--- src/rtl/hx8357_pkg.sv ---
// Shared opcodes, state encoding and parameter-word helper for the HX8357 window-fill sequencer.
package hx8357_pkg;

  localparam int unsigned RGB565_W = 16;

  localparam logic [15:0] CMD_CASET = 16'h002A;
  localparam logic [15:0] CMD_PASET = 16'h002B;
  localparam logic [15:0] CMD_RAMWR = 16'h002C;

  typedef enum logic [2:0] {
    IDLE,
    CASET_C,
    CASET_P,
    PASET_C,
    PASET_P,
    RAMWR_C,
    PIXELS,
    DONE
  } fill_state_t;

  // Parameter byte idx of {hi(s), lo(s), hi(e), lo(e)}, carried in the low byte.
  function automatic logic [15:0] param_word(input logic [15:0] s, input logic [15:0] e,
                                             input logic [1:0] idx);
    logic [15:0] w;
    case (idx)
      2'd0:    w = {8'h00, s[15:8]};
      2'd1:    w = {8'h00, s[7:0]};
      2'd2:    w = {8'h00, e[15:8]};
      default: w = {8'h00, e[7:0]};
    endcase
    return w;
  endfunction

endpackage

--- src/rtl/hx8357_window_fill.sv ---
// Rectangle-fill sequencer: emits CASET/PASET/RAMWR then a run of single-colour pixel words
// to the HX8357 controller, one word per transmission_cmpl.
module hx8357_window_fill
  import hx8357_pkg::*;
#(
  parameter int unsigned WIDTH   = 320,
  parameter int unsigned HEIGHT  = 480,
  parameter int unsigned COORD_W = 9,
  parameter int unsigned CNT_W   = 18
) (
  input  logic                clk,
  input  logic                res,
  input  logic                req_valid,
  output logic                req_ready,
  input  logic [COORD_W-1:0]  x0,
  input  logic [COORD_W-1:0]  x1,
  input  logic [COORD_W-1:0]  y0,
  input  logic [COORD_W-1:0]  y1,
  input  logic [RGB565_W-1:0] color,
  input  logic                abort,
  output logic                busy,
  output logic                fill_done,
  output logic                req_err,
  output logic                cmd,
  output logic                data,
  output logic [15:0]         data_in,
  input  logic                transmission_cmpl
);

  fill_state_t          state, state_n;
  logic [1:0]           idx, idx_n;
  logic [CNT_W-1:0]     cnt, cnt_n;
  logic [CNT_W-1:0]     w_q, w_n, h_q, h_n;
  logic [COORD_W-1:0]   x0_q, x0_n, x1_q, x1_n, y0_q, y0_n, y1_q, y1_n;
  logic [RGB565_W-1:0]  color_q, color_n;
  logic                 abort_q, abort_n;
  logic                 req_ready_n, busy_n, fill_done_n, req_err_n, cmd_n, data_n;
  logic [15:0]          data_in_n;
  logic                 pending, cmpl, abort_now, bad_req;

  assign pending   = cmd | data;
  assign cmpl      = transmission_cmpl & pending;
  assign abort_now = abort_q | abort;
  assign bad_req   = (x0 > x1) || (y0 > y1) || (32'(x1) >= WIDTH) || (32'(y1) >= HEIGHT);

  // Next-state and next-output logic
  always_comb begin
    state_n     = state;
    idx_n       = idx;
    cnt_n       = cnt;
    w_n         = w_q;
    h_n         = h_q;
    x0_n        = x0_q;
    x1_n        = x1_q;
    y0_n        = y0_q;
    y1_n        = y1_q;
    color_n     = color_q;
    abort_n     = abort_q;
    req_ready_n = req_ready;
    busy_n      = busy;
    fill_done_n = 1'b0;
    req_err_n   = 1'b0;
    cmd_n       = cmd;
    data_n      = data;
    data_in_n   = data_in;

    case (state)
      IDLE: begin
        abort_n     = 1'b0;
        req_ready_n = 1'b1;
        busy_n      = 1'b0;
        if (req_valid && req_ready) begin
          if (bad_req) begin
            req_err_n = 1'b1;
          end else begin
            x0_n        = x0;
            x1_n        = x1;
            y0_n        = y0;
            y1_n        = y1;
            color_n     = color;
            w_n         = CNT_W'(x1) - CNT_W'(x0) + CNT_W'(1);
            h_n         = CNT_W'(y1) - CNT_W'(y0) + CNT_W'(1);
            idx_n       = 2'd0;
            state_n     = CASET_C;
            cmd_n       = 1'b1;
            data_n      = 1'b0;
            data_in_n   = CMD_CASET;
            busy_n      = 1'b1;
            req_ready_n = 1'b0;
          end
        end
      end

      DONE: begin
        state_n     = IDLE;
        abort_n     = 1'b0;
        busy_n      = 1'b0;
        req_ready_n = 1'b1;
      end

      default: begin
        abort_n = abort_now;
        // Pixel count lands one cycle after accept, long before PIXELS is reached.
        if (state == CASET_C) cnt_n = w_q * h_q;

        if (abort_now && (cmpl || !pending)) begin
          state_n     = DONE;
          cmd_n       = 1'b0;
          data_n      = 1'b0;
          fill_done_n = 1'b1;
        end else if (cmpl) begin
          case (state)
            CASET_C: begin
              state_n   = CASET_P;
              cmd_n     = 1'b0;
              data_n    = 1'b1;
              idx_n     = 2'd0;
              data_in_n = param_word(16'(x0_q), 16'(x1_q), 2'd0);
            end
            CASET_P: begin
              if (idx == 2'd3) begin
                state_n   = PASET_C;
                cmd_n     = 1'b1;
                data_n    = 1'b0;
                data_in_n = CMD_PASET;
              end else begin
                idx_n     = idx + 2'd1;
                data_in_n = param_word(16'(x0_q), 16'(x1_q), idx + 2'd1);
              end
            end
            PASET_C: begin
              state_n   = PASET_P;
              cmd_n     = 1'b0;
              data_n    = 1'b1;
              idx_n     = 2'd0;
              data_in_n = param_word(16'(y0_q), 16'(y1_q), 2'd0);
            end
            PASET_P: begin
              if (idx == 2'd3) begin
                state_n   = RAMWR_C;
                cmd_n     = 1'b1;
                data_n    = 1'b0;
                data_in_n = CMD_RAMWR;
              end else begin
                idx_n     = idx + 2'd1;
                data_in_n = param_word(16'(y0_q), 16'(y1_q), idx + 2'd1);
              end
            end
            RAMWR_C: begin
              state_n   = PIXELS;
              cmd_n     = 1'b0;
              data_n    = 1'b1;
              data_in_n = color_q;
            end
            PIXELS: begin
              if (cnt == CNT_W'(1)) begin
                state_n     = DONE;
                cmd_n       = 1'b0;
                data_n      = 1'b0;
                fill_done_n = 1'b1;
              end else begin
                cnt_n = cnt - CNT_W'(1);
              end
            end
            default: begin
              state_n = IDLE;
              cmd_n   = 1'b0;
              data_n  = 1'b0;
            end
          endcase
        end
      end
    endcase
  end

  // State and registered outputs
  always_ff @(posedge clk) begin
    if (res) begin
      state     <= IDLE;
      idx       <= 2'd0;
      cnt       <= '0;
      w_q       <= '0;
      h_q       <= '0;
      x0_q      <= '0;
      x1_q      <= '0;
      y0_q      <= '0;
      y1_q      <= '0;
      color_q   <= '0;
      abort_q   <= 1'b0;
      req_ready <= 1'b1;
      busy      <= 1'b0;
      fill_done <= 1'b0;
      req_err   <= 1'b0;
      cmd       <= 1'b0;
      data      <= 1'b0;
      data_in   <= 16'h0000;
    end else begin
      state     <= state_n;
      idx       <= idx_n;
      cnt       <= cnt_n;
      w_q       <= w_n;
      h_q       <= h_n;
      x0_q      <= x0_n;
      x1_q      <= x1_n;
      y0_q      <= y0_n;
      y1_q      <= y1_n;
      color_q   <= color_n;
      abort_q   <= abort_n;
      req_ready <= req_ready_n;
      busy      <= busy_n;
      fill_done <= fill_done_n;
      req_err   <= req_err_n;
      cmd       <= cmd_n;
      data      <= data_n;
      data_in   <= data_in_n;
    end
  end

endmodule

--- config.mk ---
export PLATFORM = sky130hd
export DESIGN_NAME = hx8357_window_fill
export DESIGN_NICKNAME = d
export VERILOG_FILES = /design/src/rtl/hx8357_pkg.sv /design/src/rtl/hx8357_window_fill.sv
export SDC_FILE = /design/constraint.sdc
export NUM_CORES = 1
export LEC_CHECK = 0
export CAP_MARGIN = 40
export CORE_MARGIN = 2
export CORE_UTILIZATION = 33
export CTS_CLUSTER_SIZE = 40
export DETAILED_ROUTE_END_ITERATION = 6
export PLACE_DENSITY = 0.6
export REMOVE_ABC_BUFFERS = 1
export SLEW_MARGIN = 15
export SYNTH_ARGS = -nofsm -noshare
export SYNTH_HDL_FRONTEND = slang
export SYNTH_SLANG_ARGS = --single-unit
--- constraint.sdc ---
create_clock -name clk -period 4.7 [get_ports clk]
set_input_delay 0.94 -clock clk [delete_from_list [all_inputs] [get_ports clk]]
set_output_delay 0.94 -clock clk [all_outputs]
set_load 0.05 [all_outputs]
==> reports/results.ini, run 1 <==
[global_route]
grt_overflow_total=0
grt_max_degree=75
antenna_found_initial=0
grt_pass1_wl_um=48200
grt_pass1_vias=9441
grt_usage_pct=16.9

[floorplan]
start_util_pct=33.6
die_area_um2=34800
rows=66
pin_count=79
core_area_um2=32700
die_h_um=186
die_x_um=186

[logic_synthesis]
synth_area_leaders=dfxtp_1 (22%), fa_1 (19%), ha_1 (9.1%)
yosysSeqAreaShare_pct=21.9
yosysWarnings=0
ys_types=71
netlist_area_um2=11000
synth_top_area_cell=dfxtp_1
synth_cells=1343
synth_edf_count=0
ys_async_sr_fraction_pct=0
synth-seq-cells=120
synthFlopType=dfxtp_1
syn_avg_cell_area_um2=8.18
synth_top_area_share_pct=21.9

[hold_path]
min_to=data_in[14]
min-delay-start=data_in[14]
hold_depth=2
hp-class=reg2reg

[critical_path]
reg2reg_setup_slack_ps=-320
worstReg2RegEnd=cnt[16]
worstSetupPathType=reg2reg
cp_common_cell=fa_1
required_ps=5000
endpoint_kind=flip-flop
setup.worst_path.start_class=flip-flop
worstPathCellList=nand2_4, fa_2, buf_4, fa_1, inv_1, fa_1, fa_1, fa_1, inv_1, fa_1, inv_1, ha_1, a21o_1, a311oi_2, nor2_1, o31ai_1, xor2_1, o22ai_1
slowest_delay_ps=530
timing.rr.start=w_q[16]
critical_path_arrival_ps=5320
rr_worst_depth=18
cp_slowest_cell=fa_1
cp_max_fo=5

[outcome]
violations=negative setup slack
status=finished with violations

[place]
postPlaceCellArea_um2=12700
port_buffers=78
gp_congestion=0.867
hpwl_um=22500

[drt]
avgRoutedWirePerCell_um=15.1
wirelength_um=29100
drtPass1Iterations=5
ant_nets=0
drc=0
vias=9484
viasPerCell=4.92
drt-initial-drc-count=577

[sta]
slew_headroom_pct=47.5
setup_violations=6
hold_viol=0
finClkSkew_ps=22.0
final_max_slew_viol_count=0
fmax_ghz=0.199
period_needed_ps=5020
finalCritPeriodShare_pct=107
tightest_slew_ps=788
rsz0062_at_grt=yes
setup_ws_ps=-324

[finish]
layout.area.seq_um2=2460
fill_cells=3288
diodes=0
final_cell_mix=nand2_1 (188), inv_1 (172), a21oi_1 (108)
multiInputGateArea_um2=7940
drive_above_1_share_pct=15.7
fin_area_um2=13800
fin_nets=1715
final_core_utilization_pct=42.3
final_common_cell=nand2_1
syn2layout_area_growth_pct=25.9

[run]
drv_cap=0

[clock_network]
cts_tree=yes
clockRootBuffer=clkbuf_16
clk_path_buf_depth=2
cts_buffers=17
htreeDepth=4
clkTransAtPathRegs_ps=70
cts.sinks=120
cts_hold_buf=0
clk_latency_ps=440

[pwr]
p_leak_nw=5.88
p_per_area_nw_per_um2=268
peakVddDrop_mv=0.211

layout make-up:
type                    instances  share of cell area [%]
multi-input cells             971                    57.4
flip-flops and latches        120                    17.8
repair buffers                175                    11.5
inverters                     187                    5.08
well taps                     442                    4.00
clock buffers                  17                    3.08
clock inverters                15                    1.11
state kept, by name, indices dropped and copies added (netlist names):
register   count
abort_q        1
busy           1
cmd            1
cnt           18
color_q       16
data           1
data_in       16
fill_done      1
h_q           11
idx            2
req_err        1
req_ready      1
state          3
w_q           11
x0_q           9
x1_q           9
y0_q           9
y1_q           9
cells in the mapped netlist, drive strengths merged (3+ instances only):
cell / number
nand2b: 7
a31oi: 13
o311ai: 4
a21oi: 111
a22oi: 10
clkbuf: 43
nand3: 22
o31a: 3
and2: 94
nand3b: 3
o21bai: 8
a221oi: 6
o21a: 11
a41oi: 3
ha: 80
inv: 186
dfxtp: 120
fa: 106
xor2: 18
o22ai: 4
a311oi: 4
nand4: 5
buf: 22
xnor2: 32
nor4: 16
nor3b: 3
mux2i: 4
a22o: 3
nor2b: 8
o21ai: 45
a211oi: 20
nor2: 56
and3: 3
nand2: 191
or3: 8
a21o: 11
o31ai: 3
nor3: 32
report_power, final:
| group | internal [W] | switching [W] | total (W) |
|---|---|---|---|
| sequential | 0.00110 | 0.000118 | 0.00121 |
| combinational | 0.000437 | 0.000752 | 0.00119 |
| clock | 0.000708 | 0.000602 | 0.00131 |
| total | 0.00224 | 0.00147 | 0.00371 |
cells by family after synthesis:
kind of cell / synth area share, %
simple gates: 20.3
buf+inv: 9.00
flops: 21.9
xor+xnor: 4.19
fa+ha+maj: 28.5
mux: 0.364
compound gates: 15.7
worst max path at each step:
stage,startpoint,endpoint,slack (ps)
after floorplan,h_q[3],cnt[16],-340
after global placement,h_q[8],cnt[16],-420
after detailed placement,h_q[7],cnt[17],-500
after CTS,w_q[9],cnt[16],-310
after global routing,w_q[16],cnt[16],-470
final,w_q[16],cnt[16],-320
through the flow:
stage               hold slack [ps]  power [W]  setup TNS (ps)  worst slack, ps  std cells
floorplan                       427    0.00197           -3520             -337       1278
global placement                442    0.00237           -2080             -418       1882
detailed placement              443    0.00240           -2610             -497       1884
CTS                             453    0.00372           -1190             -308       1921
global route                    469    0.00391           -2220             -471       1927
finish                          449    0.00371           -1180             -324       1927
critical path: cells and delay by family, from the launching register on:
family,cells,cell delay (ps)
adder cells (fa/ha/maj),7,3260
XOR/XNOR,1,170
AND/OR/NAND/NOR,2,160
buffers and inverters,4,320
flip-flops,1,390
AO/OA/AOI/OAI,4,600
what timing repair did:
item	CTS	global route
endpoints found under the setup margin	7	7
setup buffers	5	6
pin swaps	66	47
resized for setup	81	47
layer usage:
layer | vias to the layer above | wire length [µm] | GRT usage (%)
met5 | - | 0 | 0
li1 | 4688 | - | -
met2 | 186 | 13900 | 28.6
met4 | 0 | 558 | 4.64
met3 | 38 | 986 | 2.52
met1 | 4572 | 13600 | 22.3
No activity file was read; power rests on OpenSTA's default activity.
==> inputs of run 2 (changes only) <==
--- a/config.mk
+++ b/config.mk
@@ -12,7 +12,6 @@
 export DETAILED_ROUTE_END_ITERATION = 6
 export PLACE_DENSITY = 0.6
 export REMOVE_ABC_BUFFERS = 1
-export SLEW_MARGIN = 15
 export SYNTH_ARGS = -nofsm -noshare
 export SYNTH_HDL_FRONTEND = slang
 export SYNTH_SLANG_ARGS = --single-unit
==> reports/results.ini, run 2 (synthesized netlist as in run 1, its figures left out) <==
[outcome]
status=finished with violations
violations=negative setup slack

[global_route]
grt_overflow_total=0  ; unchanged
antenna_found_initial=0  ; unchanged
use_met3_pct=2.35  ; -0.17 points
grt_usage_pct=16.9  ; about the same
grt_pass1_vias=9415  ; -0.28%
busiest_layer=met2
grtUsageMet2_pct=28.4  ; -0.22 points
grt_max_degree=84  ; +12%
grt_pass1_wl_um=48300  ; +0.13%
grt_util_met1_pct=22.7  ; +0.32 points

[sta]
tightest_slew_ps=797  ; +8.99 ps
finalCritPeriodShare_pct=106  ; -1.2 points
timing.hold.ws_ps=449  ; +0.0250 ps
tns_ps=-1070  ; +109 ps
period_needed_ps=4970  ; -57.8 ps
final_max_slew_viol_count=0  ; unchanged
slew_headroom_pct=46.9  ; -0.60 points
fmax_ghz=0.201  ; +1.2%
setup_ws_ps=-266  ; +57.8 ps
finClkSkew_ps=12.9  ; -9.15 ps
hold_viol=0  ; unchanged
setup_violations=6  ; unchanged
rsz0062_at_grt=yes

[critical_path]
required_ps=5020  ; +20 ps
critical_path_arrival_ps=5280  ; -40 ps
worstSetupPathType=reg2reg
endpoint_kind=flip-flop
rr_worst_depth=18  ; unchanged
cp_max_fo=7  ; +2
setup.worst_path.start_class=flip-flop

[finish]
reg_top3=cnt: 18 flops, color_q: 16 flops, data_in: 16 flops
drive_above_1_share_pct=17.0  ; +1.3 points
fin_cells=1928  ; +0.052%
diodes=0  ; unchanged
final_common_cell=nand2_1
largest_reg_flops=18  ; unchanged
fin_area_um2=13900  ; +0.38%
final_cell_mix=nand2_1 (189), inv_1 (162), a21oi_1 (108)
top_register=cnt
fin_nets=1716  ; +0.058%
syn2layout_area_growth_pct=26.4

[drt]
wirelength_um=29200  ; +0.28%
drc=0  ; unchanged
vias=9560  ; +0.80%
drt-initial-drc-count=550  ; -4.7%
drtPass1Iterations=5  ; unchanged
ant_nets=0  ; unchanged
viasPerCell=4.96  ; +0.75%
avgRoutedWirePerCell_um=15.1  ; +0.23%

[clock_network]
cts_buffers=17  ; unchanged
clk_latency_ps=440  ; about the same
cts_tree=yes
htreeDepth=4  ; unchanged
clockRootBuffer=clkbuf_16
clkTransAtPathRegs_ps=70  ; about the same
cts.sinks=120  ; unchanged
cts_hold_buf=0  ; unchanged
clk_path_buf_depth=2  ; unchanged

[place]
postPlaceCellArea_um2=12700  ; unchanged
gp_congestion=0.867  ; unchanged
hpwl_um=22600  ; +0.20%
dp_cells=1884  ; unchanged
port_buffers=78  ; unchanged

[floorplan]
pin_count=79  ; unchanged
die_h_um=186  ; unchanged
start_util_pct=33.6  ; unchanged
die_area_um2=34800  ; unchanged
rows=66  ; unchanged
core_area_um2=32700  ; unchanged
die_x_um=186  ; unchanged

[hold_path]
hp-class=reg2reg
hold_depth=2  ; unchanged

[pwr]
peakVddDrop_mv=0.215  ; +2.1%
power.total_w=0.00372  ; +0.12%
p_per_area_nw_per_um2=268  ; -0.26%
p_leak_nw=5.86  ; -0.36%

[run]
drv_cap=0  ; unchanged

==> run 2: cell count changes in the layout (fill, tap and decap cells not counted), moves of 2 or more <==
| cell | delta |
|---|---|
| inv_1 | -10 |
| inv_2 | +10 |
| and2_1 | -6 |
| and2_4 | +6 |
| ha_1 | -4 |
| ha_4 | +4 |
| buf_4 | +2 |
| inv_6 | +2 |
==> run 2: report_power, final <==
group,switching (W),internal (W),leakage (nW)
Combinational,0.000757,0.000439,4.60
Sequential,0.000119,0.00110,0.984
Clock,0.000599,0.000706,0.278
==> run 2: worst max-delay path, cell delays in order (launching register included) <==
cell and delay, ps:
dfxtp_4 360, and2_4 160, fa_1 540, inv_2 40
fa_1 530, fa_1 460, fa_1 540, inv_2 40
fa_1 490, inv_1 50, fa_1 490, inv_2 50
ha_4 230, a21o_1 190, a311oi_2 270, nor2_1 80
o31ai_1 80, xor2_1 170, o22ai_1 100
==> run 2: cell type report <==
| type | instances | area [µm²] |
|---|---|---|
| fill | 3269 | 18800 |
| multi-input combinational | 971 | 7990 |
| sequential | 120 | 2460 |
| timing repair buffer | 176 | 1600 |
| inverter | 187 | 702 |
| tap | 442 | 553 |
| clock buffer | 17 | 425 |
| clock inverter | 15 | 151 |
==> run 2: per-layer routing <==
metal  up-vias  part of all wire (%)
met5         -                     0
met4         0                   2.0
met3        37                   3.5
met2       198                    48
met1      4634                    47
li1       4691                     -
==> run 2: what timing repair did <==
item,in CTS,in global routing
endpoints found under the setup margin,7,8
buffers inserted,5,6
gates cloned,1,0
gates resized for setup,90,54
pin swaps,70,47
==> run 2: worst paths after layout <==
check	endpoint	start	slack (ps)
max	cnt[16]	w_q[7]	-270
min	data_in[14]	data_in[14]	450
max reg2reg	cnt[16]	w_q[7]	-270
min reg2reg	data_in[14]	data_in[14]	450
==> run 2: through the flow <==
| stage | worst slack, ps | util [%] |
|---|---|---|
| floorplan | -337 | - |
| global placement | -418 | 38.8 |
| detailed placement | -501 | 38.9 |
| CTS | -264 | 41.8 |
| global route | -478 | 42.5 |
| finish | -266 | 42.5 |
